`src/rtl/gray_pkg.sv`:
```
// Shared Gray-code helpers and width limits for the Gray counter family.
package gray_pkg;

    localparam int GRAY_WIDTH_MIN = 2;
    localparam int GRAY_WIDTH_MAX = 16;

    function automatic logic [GRAY_WIDTH_MAX-1:0] bin2gray(
        input logic [GRAY_WIDTH_MAX-1:0] b,
        input int unsigned               w
    );
        logic [GRAY_WIDTH_MAX-1:0] mask;
        mask = {GRAY_WIDTH_MAX{1'b1}} >> (GRAY_WIDTH_MAX - int'(w));
        return (b ^ (b >> 1)) & mask;
    endfunction

    // Prefix XOR from the MSB down; zero upper bits leave the result unaffected.
    function automatic logic [GRAY_WIDTH_MAX-1:0] gray2bin(
        input logic [GRAY_WIDTH_MAX-1:0] g,
        input int unsigned               w
    );
        logic [GRAY_WIDTH_MAX-1:0] b;
        logic [GRAY_WIDTH_MAX-1:0] mask;
        b[GRAY_WIDTH_MAX-1] = g[GRAY_WIDTH_MAX-1];
        for (int i = GRAY_WIDTH_MAX - 2; i >= 0; i--) begin
            b[i] = b[i+1] ^ g[i];
        end
        mask = {GRAY_WIDTH_MAX{1'b1}} >> (GRAY_WIDTH_MAX - int'(w));
        return b & mask;
    endfunction

endpackage

```
`src/rtl/gray_to_bin.sv`:
```
// Combinational Gray-to-binary converter (XOR prefix), also reused by FIFO pointer synchronisers.
module gray_to_bin
    import gray_pkg::*;
#(
    parameter int WIDTH = 3
) (
    input  logic [WIDTH-1:0] i_gray,
    output logic [WIDTH-1:0] o_bin
);

    generate
        for (genvar gi = 0; gi < WIDTH; gi++) begin : g_bit
            assign o_bin[gi] = ^i_gray[WIDTH-1:gi];
        end
    endgenerate

endmodule

```
`src/rtl/gray_counter_n.sv`:
```
// Parametrised Gray counter with load, wrap pulse and overflow flag.
// Down counting and the Dir port are built only when GRAY_CNT_DIR_EN is defined.
module gray_counter_n
    import gray_pkg::*;
#(
    parameter int WIDTH  = 3,
    parameter bit STICKY = 1'b1
) (
    input  logic             Clk,
    input  logic             Reset,
    input  logic             En,
`ifdef GRAY_CNT_DIR_EN
    input  logic             Dir,
`endif
    input  logic             Load,
    input  logic [WIDTH-1:0] LoadVal,
    input  logic             ClrOvf,
    output logic [WIDTH-1:0] Output,
    output logic [WIDTH-1:0] Binary,
    output logic             Wrap,
    output logic             Overflow
);

    logic [WIDTH-1:0] r_bin;
    logic [WIDTH-1:0] r_gray;
    logic             r_wrap;
    logic             r_ovf;

    logic [WIDTH-1:0] w_load_bin;
    logic [WIDTH-1:0] w_bin_next;
    logic             w_wrap_evt;

    gray_to_bin #(.WIDTH(WIDTH)) u_load_conv (
        .i_gray (LoadVal),
        .o_bin  (w_load_bin)
    );

`ifdef GRAY_CNT_DIR_EN
    always_comb begin
        w_bin_next = r_bin;
        w_wrap_evt = 1'b0;
        if (Load) begin
            w_bin_next = w_load_bin;
        end else if (En) begin
            if (Dir) begin
                w_bin_next = r_bin - WIDTH'(1);
                w_wrap_evt = (r_bin == '0);
            end else begin
                w_bin_next = r_bin + WIDTH'(1);
                w_wrap_evt = &r_bin;
            end
        end
    end
`else
    always_comb begin
        w_bin_next = r_bin;
        w_wrap_evt = 1'b0;
        if (Load) begin
            w_bin_next = w_load_bin;
        end else if (En) begin
            w_bin_next = r_bin + WIDTH'(1);
            w_wrap_evt = &r_bin;
        end
    end
`endif

    // Gray and binary registers load from the same next-state value, so Output never glitches.
    always_ff @(posedge Clk) begin
        if (Reset) begin
            r_bin  <= '0;
            r_gray <= '0;
            r_wrap <= 1'b0;
            r_ovf  <= 1'b0;
        end else begin
            r_bin  <= w_bin_next;
            r_gray <= WIDTH'(bin2gray(GRAY_WIDTH_MAX'(w_bin_next), WIDTH));
            r_wrap <= w_wrap_evt;
            if (STICKY) begin
                if (w_wrap_evt) begin
                    r_ovf <= 1'b1;
                end else if (ClrOvf) begin
                    r_ovf <= 1'b0;
                end
            end else begin
                r_ovf <= w_wrap_evt;
            end
        end
    end

    assign Output   = r_gray;
    assign Binary   = r_bin;
    assign Wrap     = r_wrap;
    assign Overflow = r_ovf;

endmodule
```
`config.mk`:
```
export PLATFORM = sky130hd
export DESIGN_NAME = gray_counter_n
export DESIGN_NICKNAME = d
export VERILOG_FILES = /design/src/rtl/gray_pkg.sv /design/src/rtl/gray_to_bin.sv /design/src/rtl/gray_counter_n.sv
export SDC_FILE = /design/constraint.sdc
export NUM_CORES = 1
export LEC_CHECK = 0
export ABC_AREA = 1
export BUFFER_PORTS_ARGS = -buffer_cell sky130_fd_sc_hd__buf_2
export CORE_AREA = 2 2 39 41
export DETAILED_ROUTE_END_ITERATION = 12
export DIE_AREA = 0 0 41 43
export RECOVER_POWER = 25
export SLEW_MARGIN = 20
export SYNTH_ARGS = -nofsm -noshare
export SYNTH_HDL_FRONTEND = slang
export SYNTH_SLANG_ARGS = --single-unit
```
`constraint.sdc`:
```
create_clock -name Clk -period 3.5 [get_ports Clk]
set_input_delay 0.7 -clock Clk [delete_from_list [all_inputs] [get_ports Clk]]
set_output_delay 0.7 -clock Clk [all_outputs]
set_load 0.03 [all_outputs]
```
-- Yosys cells after proc, flatten, opt, wreduce, memory -nomap -nowiden
Index checks and enable logic that the tools add are counted.
- register bits after elaboration: 8
- input bits: 8
- output and inout port bits: 8
- word-level logic and storage cells: 16
- add/subtract/negate cells: 1
- muxes and demuxes: 6
- bitwise operators: 1
- reduce and logical (&&, ||, !) cells: 4
- operators by type and width (kind ; count):
    2-to-1 mux 3 bit ; 2
    2-to-1 mux 1 bit ; 4
    adder 3 x 1 -> 3 bit, second input constant ; 1
    AND reduction 3 bit ; 1
    parity 3 bit ; 1
    bitwise XOR 3 x 2 -> 3 bit ; 1
    nonzero test 2 bit ; 1
    parity 2 bit ; 1

-- Longest topological paths before layout
Gate-level depths: netlist of run 1.
- depth after elaboration: 4
- mapped depth: 9
- mapped depth without buffers: 9

-- By module
A second synthesis of run 1 with hierarchy kept.
- cells, all modules: 60
- area, all modules: 387.9 sq um
- modules (own cells, without submodules) (module ; instances ; cells each ; area each (sq um)):
    gray_counter_n ; 1 ; 48 ; 336.6
    gray_to_bin ; 1 ; 12 ; 51.3

-- Worst setup path before layout of run 1
No wires, ideal clock.
- kind: reg-to-output
- start: register Binary[2] (netlist name)
- end: output Output[2]
- arrival time: 0.743 ns
- data required time: 2.800 ns
- slack: 2.057 ns
- cell stages (with the launch flop): 2
- buffers on the path: 1
- cell sequence: dfxtp_1 > buf_4
- RTL lines (element ; line ; RTL):
    end: declaration ; gray_counter_n.sv:18 ; output logic [WIDTH-1:0] Output,

-- Final worst setup path of run 1
- start: register r_bin[0], in the netlist Binary[0]
- end: output Binary[0]
- RTL lines (element ; line ; RTL):
    start: declaration ; gray_counter_n.sv:24 ; logic [WIDTH-1:0] r_bin;
    start signal: assignment ; gray_counter_n.sv:75 ; r_bin <= w_bin_next;
    end: declaration ; gray_counter_n.sv:19 ; output logic [WIDTH-1:0] Binary,
No word-level cell between the ends.

==> impl_metrics.toml, run 1 <==
[worst_setup_path]
cp_slowest_cell = "dfxtp_1"
cp_top_family = "flip-flops"
r2r_cells = 8
r2r_end = "Output[1]"
r2r-start = "Binary[0]"
cp.required_ps = 2800
start_kind = "flip-flop"
worst-path-buf-inv = 1
path_class = "reg -> out"
critPathMaxStageDelay_ps = 380
endpoint_kind = "primary output"
path_max_fanout = 4
crit_chain = "buf_2"
worstPathArrival_ps = 850
ff2ff_setup_slack_ps = 2140

[timing]
whs_ps = 458.7
maxSlewHeadroom_pct = 74.70
finalHoldViolCount = 0
rsz0062_at_grt = "false"
fmaxAchievable_mhz = 647.2
period_share_pct = 44.15
clock_skew_ps = 0.9883
setup_viol = 0
tightest_slew_ps = 375.6
fin_tns_setup_ps = 0
min_period_ps = 1545
maxSlewViolCount = 0

[placed_design]
place_area_um2 = 486.7
hpwlAfterDp_um = 590.9
port_buffers = 15
placed_cells = 90
gp_congestion = 0.7215

[synthesis]
synthesis.nets = 70
synth_simple_gate_area_share_pct = 36.99
ys_ff_latch = 7
synth_top_family_by_area = "simple AND/OR/NAND/NOR gates"
synth_area_um2 = 399.1
synth_compound_area_share_pct = 6.583
synth_top_area_share_pct = 35.11
netlist_instances = 60
synth.area.top_cells = "dfxtp_1, nand2_1, inv_1"
ys_seq_area_share_pct = 35.11
synth_cell_types = 14
synthMuxAreaShare_pct = 0
yosys_warnings = 0
synth_top_area_cell = "dfxtp_1"
synthAdderAreaFrac_pct = 6.270
synth_xor_area_share_pct = 0
synth_area_per_cell_um2 = 6.652

[global_route]
grt_start_max_net_pins = 7
grt_usage_pct = 9.839
antenna_found_initial = 0
grt_pass1_vias = 331
grt_pass1_wl_mm = 1.159
overflow = 0

[cells_and_area]
final_cells = 94
multi_input_area_um2 = 187.7
area_growth_pct = 25.71
final_common_cell = "nand2_1"
antenna_cells = 0
fillers = 154
drive_gt1_share_pct = 30.77
regArea_um2 = 140.1
final_nets = 89
final_cell_mix = "nand2_1, buf_2, inv_1, dfxtp_1"
stdcell_area_um2 = 501.7

[power]
power.density_nw_per_um2 = 421.2
peakVddDrop_uv = 155.7
p_leak_nw = 0.3172

[clock_network]
clock-sinks = 7
clk_pin_slew_ps = 50
cts_hold_buf = 0
clock_path_buffers = 2
cts_setup_buffers = 0
cts_max_level = 1
cts-buffers-inserted = 3
ctsResizeCount = 0
cts.root.buffer_cell = "clkbuf_4"
cts_tree = "done"
clk_latency_ps = 240

[drt]
drc = 0
ant_nets = 0
wirelength_um = 711
via_per_inst = 4.053
vias = 381
first_pass_iters = 4
first_iter_violations = 8
routedWlPerCell_um = 7.564

[floorplan]
pin_count = 16
start_util_pct = 28.84
fp.dieW_um = 41
dieArea_um2 = 1763
die_h_um = 43
rows = 14
core_area_um2 = 1384

[hold_path]
hold-path-endpoint = "Overflow"
worstHoldStart = "Overflow"
hold_depth = 2
hp-class = "reg -> reg"

[job]
maxCapViolCount = 0

[status]
status = "finished, final reports clean"
==> metrics by stage <==
step	util [%]	setup WS [ps]	power (mW)
after floorplan	-	2057	0.1299
after global placement	35.17	2028	0.1447
after detailed placement	35.17	2021	0.1457
after CTS	37.07	1943	0.2166
after global routing	36.26	1916	0.2309
final	36.26	1955	0.2113
==> synthesized netlist by cell type <==
master    count
a21oi_1       2
buf_4         1
clkinv_1      1
dfxtp_1       7
ha_1          2
inv_1        10
inv_2         3
nand2_1      19
nand2_2       1
nand3_1       5
nand3_2       2
nor2_1        5
o21ai_4       1
or2_1         1
==> power by group <==
| group | switching [mW] | leakage [nW] | internal (mW) |
|---|---|---|---|
| Clock | 0.0264 | 0.0150 | 0.0433 |
| Sequential | 0.00307 | 0.0578 | 0.0856 |
| Combinational | 0.0353 | 0.244 | 0.0177 |
| Total | 0.0648 | 0.317 | 0.147 |
==> layer usage <==
layer,wire length [um],vias up,global-route usage (%)
met2,347,12,14.06
met1,319,157,11.25
met5,0,-,0
met4,0,0,4.000
li1,-,212,-
met3,44,0,6.283
==> worst min-delay path: stages (launching register included) <==
cell and delay, ps:
dfxtp_1 300, nand2_1 60, a21oi_1 50
==> flip-flops by register name (all words and copies together) (netlist names) <==
signal    flops
Binary        3
Output        2
Overflow      1
Wrap          1
==> worst max-delay path by stage <==
stage                          from   endpoint  slack (ps)  cells past startpoint
after floorplan           Binary[2]  Output[2]        2060                      1
after global placement           En  Output[0]        2030                      6
after detailed placement         En  Output[0]        2020                      6
after CTS                 Binary[0]  Binary[0]        1940                      1
after global routing      Binary[0]  Binary[0]        1920                      1
final                     Binary[0]  Binary[0]        1950                      1
==> cells by family after synthesis <==
family	count (synthesis)
DFF	7
AOI/OAI and AO/OA	3
buffers and inverters	15
and+or+nand+nor	33
adders and majority gates	2
==> cell type report <==
type                    instances  share of cell area [%]
multi-input cells              38                   37.41
flip-flops and latches          7                   27.93
repair buffers                 15                   14.96
inverters                      14                   10.47
clock buffers                   4                   5.237
well taps                      16                   3.990
Note: power is estimated with default switching activity, not from simulation.
==> run 2, diff against run 1 <==
ABC_AREA = 0   (was 1)
clock period = 1.3 ns   (was 3.5 ns; I/O delays follow)
==> impl_metrics.toml, run 2 <==
[drt]
first_iter_violations = 17
routedWlPerCell_um = 10.88
first_pass_iters = 5
via_per_inst = 4.932
ant_nets = 0
vias = 360
wirelength_um = 794
drc = 0

[global_route]
grt_use_met1_pct = 16.35
grt_util_met2_pct = 13.75
antenna_found_initial = 0
grt_start_max_net_pins = 12
grt-busiest-layer = "met1"
grt_pass1_wl_mm = 1.338
grt_usage_pct = 11.94
grt_pass1_vias = 307
grt_use_met3_pct = 3.141
overflow = 0

[floorplan]
dieArea_um2 = 1763
start_util_pct = 28.57
pin_count = 16
die_h_um = 43
fp.dieW_um = 41
core_area_um2 = 1384
rows = 14

[power]
peakVddDrop_uv = 378.9
clock_power_share_pct = 32.1
power.share.sequential_pct = 40.3
power_switching_mw = 0.1872
switching_share_pct = 30.78
power.density_nw_per_um2 = 1157
comb_power_share_pct = 27.5
intPower_mw = 0.4210
p_leak_nw = 0.2519

[placed_design]
gp_congestion = 0.7112
port_buffers = 15
hpwlAfterDp_um = 596.7
place_area_um2 = 501.7
dpl_worst_slack_ps = 14.37
placed_cells = 69

[worst_setup_path]
cp.required_ps = 1430
path_class = "reg -> reg"
crit_chain = "ha_4, ha_4, mux2_2, mux2i_1, nor2_1"
critPathMaxStageDelay_ps = 360
cp-startpoint = "Binary[0]"
worst-path-buf-inv = 0
start_kind = "flip-flop"
r2r-start = "Binary[0]"
path_max_fanout = 5
cp_slowest_cell = "dfxtp_4"
worstPathArrival_ps = 1430
cp_top_family = "adder cells"
critical_path.most_common_cell = "ha_4"
endpoint_kind = "flip-flop"

[clock_network]
cts.root.buffer_cell = "clkbuf_4"
cts_tree = "done"
clock_path_buffers = 2
cts_max_level = 1
clock-sinks = 7
cts_hold_buf = 0
clk_pin_slew_ps = 60
clk_latency_ps = 250
cts_setup_buffers = 0
ctsResizeCount = 0
cts-buffers-inserted = 3

[synthesis]
synth_cell_types = 20
synthesis.nets = 50
synth_top_area_cell = "dfxtp_1"
yosys_warnings = 0
netlist_instances = 40
synth_most_common_cell = "nor2_1"
ys.flop_type = "dfxtp_1"
synth_common_cells = "nor2_1, dfxtp_1, xor2_1"
synth_area_um2 = 395.4
ys_seq_area_share_pct = 35.44
ys_ff_latch = 7
synth_edf_count = 0
synthArstFlopShare_pct = 0
synth.area.top_cells = "dfxtp_1, nor2_1, xor2_1"
synth_area_per_cell_um2 = 9.884
synth_top_area_share_pct = 35.44

[timing]
period_share_pct = 99.64
finalWorstSetupSlack_ps = 4.623
min_period_ps = 1295
fmaxAchievable_mhz = 772.0
finalHoldViolCount = 0
clock_skew_ps = 6.896
rsz0062_at_grt = "true"
maxSlewViolCount = 0
tightest_slew_ps = 363.0
setup_viol = 0
maxSlewHeadroom_pct = 75.90

[status]
status = "finished, final reports clean"

[hold_path]
hp-class = "in -> reg"
worstHoldStart = "Reset"

[cells_and_area]
stdcell_area_um2 = 525.5
drive_gt1_share_pct = 43.86
area_growth_pct = 32.91
antenna_cells = 0
final_nets = 68
final_cells = 73
final_cell_mix = "buf_2, nor2_1, dfxtp_1"
largest_reg_flops = 3
final_common_cell = "buf_2"

[job]
maxCapViolCount = 0
[run 2: changes by cell type after synthesis, sizes merged, moves of 2 or more]
| cell | before | now |
|---|---|---|
| nor2b | 0 | 2 |
| a21oi | 2 | 0 |
| xor2 | 0 | 3 |
| nor2 | 5 | 8 |
| a2111oi | 0 | 2 |
| inv | 13 | 0 |
| a211oi | 0 | 2 |
| buf | 1 | 3 |
| nand2 | 20 | 2 |
| nand3 | 7 | 0 |
[run 2: metal layers]
metal  vias up  wire length [um]
li1        175                 -
met1       169               382
met2        14               334
met3         2                56
met4         0                21
met5         -                 0
[run 2: worst reg2reg max path, delay by kind of cell (launching register included)]
| family | cells | cell delay (ps) |
|---|---|---|
| simple gates | 1 | 50 |
| flops | 1 | 360 |
| mux | 2 | 380 |
| fa+ha+maj | 2 | 390 |
[run 2: cell type report]
class | instances | area (um2)
Sequential cell | 7 | 148.9
Tap cell | 16 | 20.02
Multi-Input combinational cell | 30 | 250.2
Timing Repair Buffer | 16 | 80.08
Clock buffer | 4 | 26.28
Fill cell | 151 | 858.3
[run 2: power by group through the flow]
stage	clock (mW)	sequential [mW]	combinational (mW)
after global routing	0.223	0.248	0.184
after global placement	0	0.249	0.169
final	0.195	0.245	0.167
after detailed placement	0	0.250	0.170
after CTS	0.205	0.245	0.170
after floorplan	0	0.281	0.0957
[run 2: path summary, 6_finish.rpt]
| kind | end | slack, ps | depth (start not counted) |
|---|---|---|---|
| setup / recovery | Binary[2] | 5 | 5 |
| hold / removal | Binary[0] | 270 | 2 |
| setup reg to reg | Binary[2] | 5 | 5 |
| hold reg to reg | Overflow | 440 | 1 |
[run 2: kinds of logic after synthesis]
family | after synthesis | synth area share [%]
XOR/XNOR | 4 | 10.76
adder cells (fa/ha/maj) | 2 | 6.328
AO/OA/AOI/OAI | 7 | 14.56
buffers and inverters | 3 | 7.595
flip-flops | 7 | 35.44
multiplexers | 2 | 5.380
AND/OR/NAND/NOR | 15 | 19.94
[run 2: through the flow]
step | power, mW | util [%] | hold WS [ps] | setup TNS, ps
after floorplan | 0.3770 | - | 323.0 | 0
after global placement | 0.4180 | 36.26 | 430.6 | 0
after detailed placement | 0.4193 | 36.26 | 433.6 | 0
after CTS | 0.6208 | 38.16 | 274.0 | 0
after global routing | 0.6546 | 37.97 | 274.9 | -93.34
final | 0.6082 | 37.97 | 270.2 | 0
[run 2: timing repair]
action | in CTS | in global routing
pin swaps | 1 | 0
setup endpoints to repair | 1 | 2
endpoints found under the hold margin | 0 | 0
